<file path="config.mk">
export PLATFORM = sky130hd
export DESIGN_NAME = picosoc_a2_mailbox_flat
export DESIGN_NICKNAME = d
export VERILOG_FILES = /design/src/rtl/picosoc_a2_mailbox_pkg.sv /design/src/rtl/picosoc_a2_mailbox_if.sv /design/src/rtl/picosoc_a2_mailbox_fifo.sv /design/src/rtl/picosoc_a2_mailbox.sv /design/src/flat_wrapper.sv
export SDC_FILE = /design/constraint.sdc
export NUM_CORES = 1
export LEC_CHECK = 0
export ABC_AREA = 0
export CORE_ASPECT_RATIO = 0.6
export CORE_UTILIZATION = 25
export CTS_CLUSTER_DIAMETER = 120
export DETAILED_ROUTE_END_ITERATION = 8
export DONT_BUFFER_PORTS = 1
export RECOVER_POWER = 50
export SETUP_SLACK_MARGIN = 0.05
export SYNTH_ARGS = -nofsm -noshare
export SYNTH_HDL_FRONTEND = slang
export SYNTH_HIERARCHICAL = 1
export SYNTH_SLANG_ARGS = --single-unit
export TNS_END_PERCENT = 10
</file>
<file path="constraint.sdc">
create_clock -name clk -period 6.26 [get_ports clk]
set_input_delay 1.252 -clock clk [delete_from_list [all_inputs] [get_ports clk]]
set_output_delay 1.252 -clock clk [all_outputs]
set_load 0.01 [all_outputs]
</file>
<file path="src/rtl/picosoc_a2_mailbox_pkg.sv">
// Shared register map, field positions and FIFO entry type for the
// Apple II -> PicoSoC command/data mailbox.
package a2_mailbox_pkg;

    localparam logic [1:0] REG_STATUS   = 2'd0;
    localparam logic [1:0] REG_POP      = 2'd1;
    localparam logic [1:0] REG_CONTROL  = 2'd2;
    localparam logic [1:0] REG_LAST_CMD = 2'd3;

    localparam int STAT_EMPTY     = 0;
    localparam int STAT_FULL      = 1;
    localparam int STAT_OVERFLOW  = 2;
    localparam int STAT_COUNT_LSB = 8;

    localparam int CTRL_CLR_OVF = 0;
    localparam int CTRL_FLUSH   = 1;

    typedef struct packed {
        logic       is_cmd;
        logic [7:0] data;
    } mbox_entry_t;

    function automatic logic [31:0] status_word(input logic [7:0] count,
                                                input logic overflow,
                                                input logic full,
                                                input logic empty);
        logic [31:0] w;
        w = '0;
        w[STAT_COUNT_LSB +: 8] = count;
        w[STAT_OVERFLOW]       = overflow;
        w[STAT_FULL]           = full;
        w[STAT_EMPTY]          = empty;
        return w;
    endfunction

endpackage

</file>
<file path="src/rtl/picosoc_a2_mailbox_if.sv">
// Apple II bus write-capture signals as seen by slot peripherals.
interface a2bus_if;
    logic [15:0] addr;
    logic [7:0]  data;
    logic        rw_n;
    logic        data_in_strobe;

    modport master (output addr, data, rw_n, data_in_strobe);
    modport slave  (input  addr, data, rw_n, data_in_strobe);
endinterface

</file>
<file path="src/rtl/picosoc_a2_mailbox_fifo.sv">
// Synchronous FIFO with flush; a pop makes room for a push in the same cycle.
module a2_byte_fifo
    import a2_mailbox_pkg::*;
#(
    parameter int  DEPTH   = 16,
    parameter type entry_t = mbox_entry_t,
    localparam int AW      = $clog2(DEPTH)
) (
    input  logic          clk,
    input  logic          resetn,
    input  logic          push,
    input  logic          pop,
    input  logic          flush,
    input  entry_t        din,
    output entry_t        dout,
    output logic [AW:0]   count,
    output logic          full,
    output logic          empty
);

    entry_t         mem [DEPTH];
    logic [AW-1:0]  wr_ptr;
    logic [AW-1:0]  rd_ptr;
    logic           do_pop;
    logic           do_push;

    assign empty   = (count == '0);
    assign full    = (count == (AW+1)'(DEPTH));
    assign do_pop  = pop && !empty;
    assign do_push = push && (!full || do_pop);
    assign dout    = mem[rd_ptr];

    always_ff @(posedge clk or negedge resetn) begin
        if (!resetn) begin
            wr_ptr <= '0;
            rd_ptr <= '0;
            count  <= '0;
        end else if (flush) begin
            wr_ptr <= '0;
            rd_ptr <= '0;
            count  <= '0;
        end else begin
            if (do_push) wr_ptr <= wr_ptr + AW'(1);
            if (do_pop)  rd_ptr <= rd_ptr + AW'(1);
            case ({do_push, do_pop})
                2'b10:   count <= count + (AW+1)'(1);
                2'b01:   count <= count - (AW+1)'(1);
                default: count <= count;
            endcase
        end
    end

    // Storage is not reset; only entries behind valid pointers are ever read.
    always_ff @(posedge clk) begin
        if (do_push && !flush) mem[wr_ptr] <= din;
    end

endmodule

</file>
<file path="src/rtl/picosoc_a2_mailbox.sv">
// Captures Apple II slot writes into a FIFO and exposes it to PicoSoC firmware
// over iomem, with a level interrupt while bytes are pending.
module picosoc_a2_mailbox
    import a2_mailbox_pkg::*;
#(
    parameter int          DEPTH     = 16,
    parameter logic [15:0] CMD_ADDR  = 16'hC7FF,
    parameter logic [15:0] DATA_ADDR = 16'hC7FE
) (
    input  logic        clk,
    input  logic        resetn,
    input  logic        iomem_valid,
    input  logic [3:0]  iomem_wstrb,
    input  logic [31:0] iomem_addr,
    input  logic [31:0] iomem_wdata,
    output logic [31:0] iomem_rdata,
    output logic        iomem_ready,
    a2bus_if.slave      a2bus,
    output logic        irq
);

    localparam int AW = $clog2(DEPTH);

    logic          accept;
    logic          is_write;
    logic [1:0]    reg_sel;
    logic          pop_req;
    logic          ctrl_wr;
    logic          flush;
    logic          clr_ovf;
    logic          hit_cmd;
    logic          hit_data;
    logic          push_req;
    logic          dropped;
    logic          overflow;
    logic [7:0]    last_cmd;
    logic [31:0]   rd_word;
    mbox_entry_t   din;
    mbox_entry_t   dout;
    logic [AW:0]   count;
    logic          full;
    logic          empty;
    logic          unused_bits;

    assign unused_bits = ^{iomem_addr[31:4], iomem_addr[1:0], iomem_wdata[31:2]};

    // Re-acceptance is blocked during the ready cycle so a held valid pops once.
    assign accept   = iomem_valid && !iomem_ready;
    assign is_write = |iomem_wstrb;
    assign reg_sel  = iomem_addr[3:2];
    assign pop_req  = accept && !is_write && (reg_sel == REG_POP);
    assign ctrl_wr  = accept && is_write && (reg_sel == REG_CONTROL);
    assign flush    = ctrl_wr && iomem_wdata[CTRL_FLUSH];
    assign clr_ovf  = ctrl_wr && iomem_wdata[CTRL_CLR_OVF];

    assign hit_cmd  = a2bus.data_in_strobe && !a2bus.rw_n && (a2bus.addr == CMD_ADDR);
    assign hit_data = a2bus.data_in_strobe && !a2bus.rw_n && (a2bus.addr == DATA_ADDR);
    assign push_req = hit_cmd || hit_data;
    assign din      = '{is_cmd: hit_cmd, data: a2bus.data};
    assign dropped  = push_req && full && !(pop_req && !empty) && !flush;

    assign irq = !empty;

    a2_byte_fifo #(
        .DEPTH   (DEPTH),
        .entry_t (mbox_entry_t)
    ) u_fifo (
        .clk    (clk),
        .resetn (resetn),
        .push   (push_req),
        .pop    (pop_req),
        .flush  (flush),
        .din    (din),
        .dout   (dout),
        .count  (count),
        .full   (full),
        .empty  (empty)
    );

    always_comb begin
        rd_word = '0;
        case (reg_sel)
            REG_STATUS:   rd_word = status_word(8'(count), overflow, full, empty);
            REG_POP:      if (!empty) rd_word = {22'b0, 1'b1, dout};
            REG_LAST_CMD: rd_word = {24'b0, last_cmd};
            default:      rd_word = '0;
        endcase
    end

    // A drop in the same cycle as a clear leaves overflow set.
    always_ff @(posedge clk or negedge resetn) begin
        if (!resetn) begin
            overflow <= 1'b0;
            last_cmd <= '0;
        end else begin
            if (dropped)      overflow <= 1'b1;
            else if (clr_ovf) overflow <= 1'b0;
            if (hit_cmd)      last_cmd <= a2bus.data;
        end
    end

    always_ff @(posedge clk or negedge resetn) begin
        if (!resetn) begin
            iomem_ready <= 1'b0;
            iomem_rdata <= '0;
        end else begin
            iomem_ready <= accept;
            iomem_rdata <= (accept && !is_write) ? rd_word : '0;
        end
    end

endmodule

</file>
<file path="src/flat_wrapper.sv">
// flat-port wrapper written by rule: the top's interface ports become plain ports
module picosoc_a2_mailbox_flat import a2_mailbox_pkg::*;
#(
    parameter int          DEPTH     = 16,
    parameter logic [15:0] CMD_ADDR  = 16'hC7FF,
    parameter logic [15:0] DATA_ADDR = 16'hC7FE
)
  (clk, resetn, iomem_valid, iomem_wstrb, iomem_addr, iomem_wdata, iomem_rdata, iomem_ready, irq, a2bus_addr, a2bus_data, a2bus_rw_n, a2bus_data_in_strobe);
  a2bus_if a2bus_i ();
  input  logic clk;
  input  logic resetn;
  input  logic iomem_valid;
  input  logic [3:0] iomem_wstrb;
  input  logic [31:0] iomem_addr;
  input  logic [31:0] iomem_wdata;
  output logic [31:0] iomem_rdata;
  output logic iomem_ready;
  output logic irq;
  input wire logic [$bits(a2bus_i.addr)-1:0] a2bus_addr;
  input wire logic [$bits(a2bus_i.data)-1:0] a2bus_data;
  input wire logic [$bits(a2bus_i.rw_n)-1:0] a2bus_rw_n;
  input wire logic [$bits(a2bus_i.data_in_strobe)-1:0] a2bus_data_in_strobe;
  assign a2bus_i.addr = a2bus_addr;
  assign a2bus_i.data = a2bus_data;
  assign a2bus_i.rw_n = a2bus_rw_n;
  assign a2bus_i.data_in_strobe = a2bus_data_in_strobe;
  picosoc_a2_mailbox #(.DEPTH(DEPTH), .CMD_ADDR(CMD_ADDR), .DATA_ADDR(DATA_ADDR)) u_core (.clk(clk), .resetn(resetn), .iomem_valid(iomem_valid), .iomem_wstrb(iomem_wstrb), .iomem_addr(iomem_addr), .iomem_wdata(iomem_wdata), .iomem_rdata(iomem_rdata), .iomem_ready(iomem_ready), .a2bus(a2bus_i), .irq(irq));
endmodule
</file>
==> summary.txt <==
Outcome
  – Outcome: complete, no violations

Power and ir drop
  – Sw frac: approximately a fifth
  – Power share of the sequential group: between 50% and 60%
  – Combinational Power Share: less than 1%
  – Int Power: between 1.5 and 2 mW
  – Clock Power Share: 44.0%
  – Power Density: about 280 nW/um^2
  – Lkg Pwr: 2.762 nW
  – Switching pwr: just under 0.5 mW
  – IR drop worst, VDD: 148.6 uV

STA
  – Unrepaired setup endpoints after global routing: false
  – Final Worst Setup Slack: 1.715 ns
  – Fin Clk Skew: 0.008549 ns
  – Tightest Pin Transition: between 1 and 1.5 ns
  – Min Tclk post-route: 4.545 ns
  – Max-slew violation count: 0
  – Final Hold Fails: 0
  – Slew HR: roughly an eighth
  – Period utilization: between 70 and 80%
  – Fmax achieved: around 220 MHz
  – Setup_tns: 0 ns
  – Final setup fails: 0

Finish
  – Fill cells: around 2800
  – Multi-input gate area: a little over 2000 sq um
  – Most common cell after layout, fill and taps aside: edfxtp_1
  – FF+latch area: between 5000 and 6000 sq um
  – ANT cells: 0
  – Share of layout cells above drive strength 1: between 20% and 30%
  – Nets: approximately 530
  – Most frequent cells in the layout: edfxtp_1 (144), nor2_1 (46), mux4_2 (45)
  – P&R area growth vs syn: 12.20%

GRT
  – Vias in the first global route: 3869
  – Global-route wire length before repair: approximately 24000 microns
  – Initial antenna violation count: 0
  – GRT Total Usage: between 10 and 15%
  – Largest net degree at the start of global routing: 40
  – GRT overflow: 0

Clock tree
  – TritonCTS clock tree: yes
  – Cts hold-fix bufs: 0
  – Post-CTS Resized: 0
  – Clock sink total: 180
  – Number of setup buffers added after CTS: 0
  – CTS Buf Count: 17
  – Clk slew on worst S/H paths: about 0.080 ns
  – H-tree levels: 4
  – Worst-skew pair later-pin latency: approximately 0.43 ns
  – Clock Tree Root: clkbuf_16
  – Clock Path Buffers: 2

Critical path
  – Bufs and invs on worst path: 1
  – Worst Setup Path Type: input pin to register
  – Worst path max stage delay: roughly 0.59 ns
  – WP data arrival: 4.82 ns
  – R2r startpoint: u_core/iomem_ready
  – Worst endpoint required time: approximately 6.5 ns
  – R2r setup slk: approximately 2.5 ns
  – Crit-path slowest cell: or4_1
  – Worst Setup End Kind: register
  – Worst setup SP type: input pin
  – Critical path startpoint: iomem_wstrb[1]
  – Worst-path fanout max: 6
  – Delay-heaviest family, CP: simple AND/OR/NAND/NOR gates
  – Crit-path cells: or4_1, or3_1, nor2_1, nand2b_1, a21oi_1, inv_1, fa_1, nand2b_1, a21oi_1, mux2_2, a32oi_1, a21oi_1
  – CP most frequent cell: a21oi_1

Routing
  – DRT Pass-1 Iters: 6
  – Final antenna-violating net count: 0
  – Final WL: about 16000 microns
  – Drt drc: 0
  – Via count: a little under 4000
  – DR iter-0 viols: between 400 and 500
  – Avg WL per Cell: 19.53 microns
  – DR vias/cell: ~4.6

Run
  – Max Cap Violations: 0

Synth
  – Ys Warns: 6
  – Post-synthesis mux area share: between 15 and 20%
  – Cell count after synthesis: 422
  – Asr flop ratio synth: 20.00%
  – Xor/xnor share of the synthesized area: 0.9333%
  – Synth Area in Simple Gates: around 6%
  – Mapped cell area: ~7500 sq um
  – Main combinational cell family by area after synthesis: multiplexers
  – Syn avg cell area: approximately 18 sq um
  – Netlist cell types: 47
  – Post-synth EDFFs: around 140
  – Register area share after synthesis: 69.60%
  – Post-synth top flop: edfxtp_1
  – Post-synthesis adder-cell area fraction: 1.600%
  – Yosys reg bits: 180
  – Synth Area in Compound Gates: about 2.8%

Die
  – # IOs: roughly 130
  – Die width: around 230 microns
  – Rows: 48
  – Starting Density: between 20% and 30%
  – Die area: approximately 31000 sq um
  – Die Span Y: approximately 140 microns
  – Core ar.: 29130 sq um

Placement
  – DP HPWL: 11080 microns
  – Post-Place Setup Slack: approximately 1.3 ns
  – PortBufs: 0
  – GPL Wtd Cong: 0.7893

Worst hold path
  – HP Class: input pin to async pin
[per-layer routing]
metal / global-route usage [%] / wire, microns / vias up
met5: 0 / 0 / -
met2: 16.36 / 7280 / 177
met4: 3.061 / 155 / 0
met3: 3.458 / 1308 / 25
li1: - / - / 1613
met1: 15.84 / 7660 / 2029
[area by class of cell]
cell class | count | area share [%]
Sequential cell | 180 | 62.05
Multi-Input combinational cell | 212 | 24.42
Tap cell | 400 | 5.942
Clock buffer | 17 | 5.051
Clock inverter | 15 | 1.693
Inverter | 13 | 0.5793
Timing Repair Buffer | 3 | 0.2674
[path summary, 6_finish.rpt]
check	end	depth (start not counted)
max	u_core/u_fifo/count[4]	12
min	u_core/last_cmd[4]	0
max reg2reg	u_core/u_fifo/count[4]	12
min reg2reg	u_core/last_cmd[0]	1
max in group asynchronous	u_core/last_cmd[7]	0
min in group clk	u_core/last_cmd[0]	1
[state kept, by name (all words and copies together), names as in the netlist]
name,count
u_core/u_fifo/mem,144
u_core/iomem_rdata,13
u_core/last_cmd,8
u_core/u_fifo/count,5
u_core/u_fifo/rd_ptr,4
u_core/u_fifo/wr_ptr,4
u_core/iomem_ready,1
u_core/overflow,1
[power groups by stage]
stage | combinational [mW] | sequential, mW | clock (mW)
2_1_floorplan | 0.0275 | 1.32 | 0
3_3_place_gp | 0.0188 | 1.32 | 0
3_5_place_dp | 0.0203 | 1.32 | 0
4_1_cts | 0.0204 | 1.30 | 1.06
5_1_grt | 0.0233 | 1.30 | 1.11
6_report | 0.0209 | 1.30 | 1.04
[metrics by stage]
stage               hold WS (ns)  cell area [sq um]  utilization (%)  std cells  total power, mW
finish                    0.5107               8423            28.92        840            2.352
global route              0.4813               8423            28.92        840            2.427
CTS                       0.4860               8429            28.94        840            2.373
detailed placement        0.5000               7861            26.99        808            1.342
global placement          0.4920               7861            26.99        808            1.340
floorplan                 0.4803               7575                -        440            1.348
[logic make-up (layout without fill, tap and decap cells)]
kind of cell | after synthesis | after routing
adder cells (fa/ha/maj) | 9 | 9
other | 1 | 19
buffers and inverters | 48 | 48
multiplexers | 57 | 57
AO/OA/AOI/OAI | 30 | 30
AND/OR/NAND/NOR | 89 | 89
XOR/XNOR | 8 | 8
flip-flops | 180 | 180
[synthesized netlist by cell type (2+ instances only)]
cell | count | area share [%]
or3_1 | 5 | 0.42
nand3_1 | 2 | 0.13
nand4_1 | 2 | 0.17
a22o_1 | 3 | 0.35
and3_1 | 3 | 0.25
nand2_1 | 13 | 0.65
a22oi_1 | 8 | 0.80
dfrtp_1 | 36 | 12
a21oi_1 | 8 | 0.53
nand3b_1 | 2 | 0.20
mux4_2 | 45 | 13
ha_1 | 8 | 1.3
nor3b_1 | 3 | 0.30
clkbuf_1 | 7 | 0.35
xnor2_1 | 5 | 0.58
buf_4 | 19 | 1.9
mux2i_1 | 3 | 0.40
buf_2 | 4 | 0.27
nand2b_1 | 3 | 0.25
xor2_1 | 3 | 0.35
buf_6 | 4 | 0.60
a21o_1 | 2 | 0.20
inv_1 | 13 | 0.65
o21ai_0 | 2 | 0.13
nor2_1 | 46 | 2.3
edfxtp_1 | 144 | 58
mux2_2 | 9 | 1.4
Note: power is estimated with default switching activity, not from simulation.
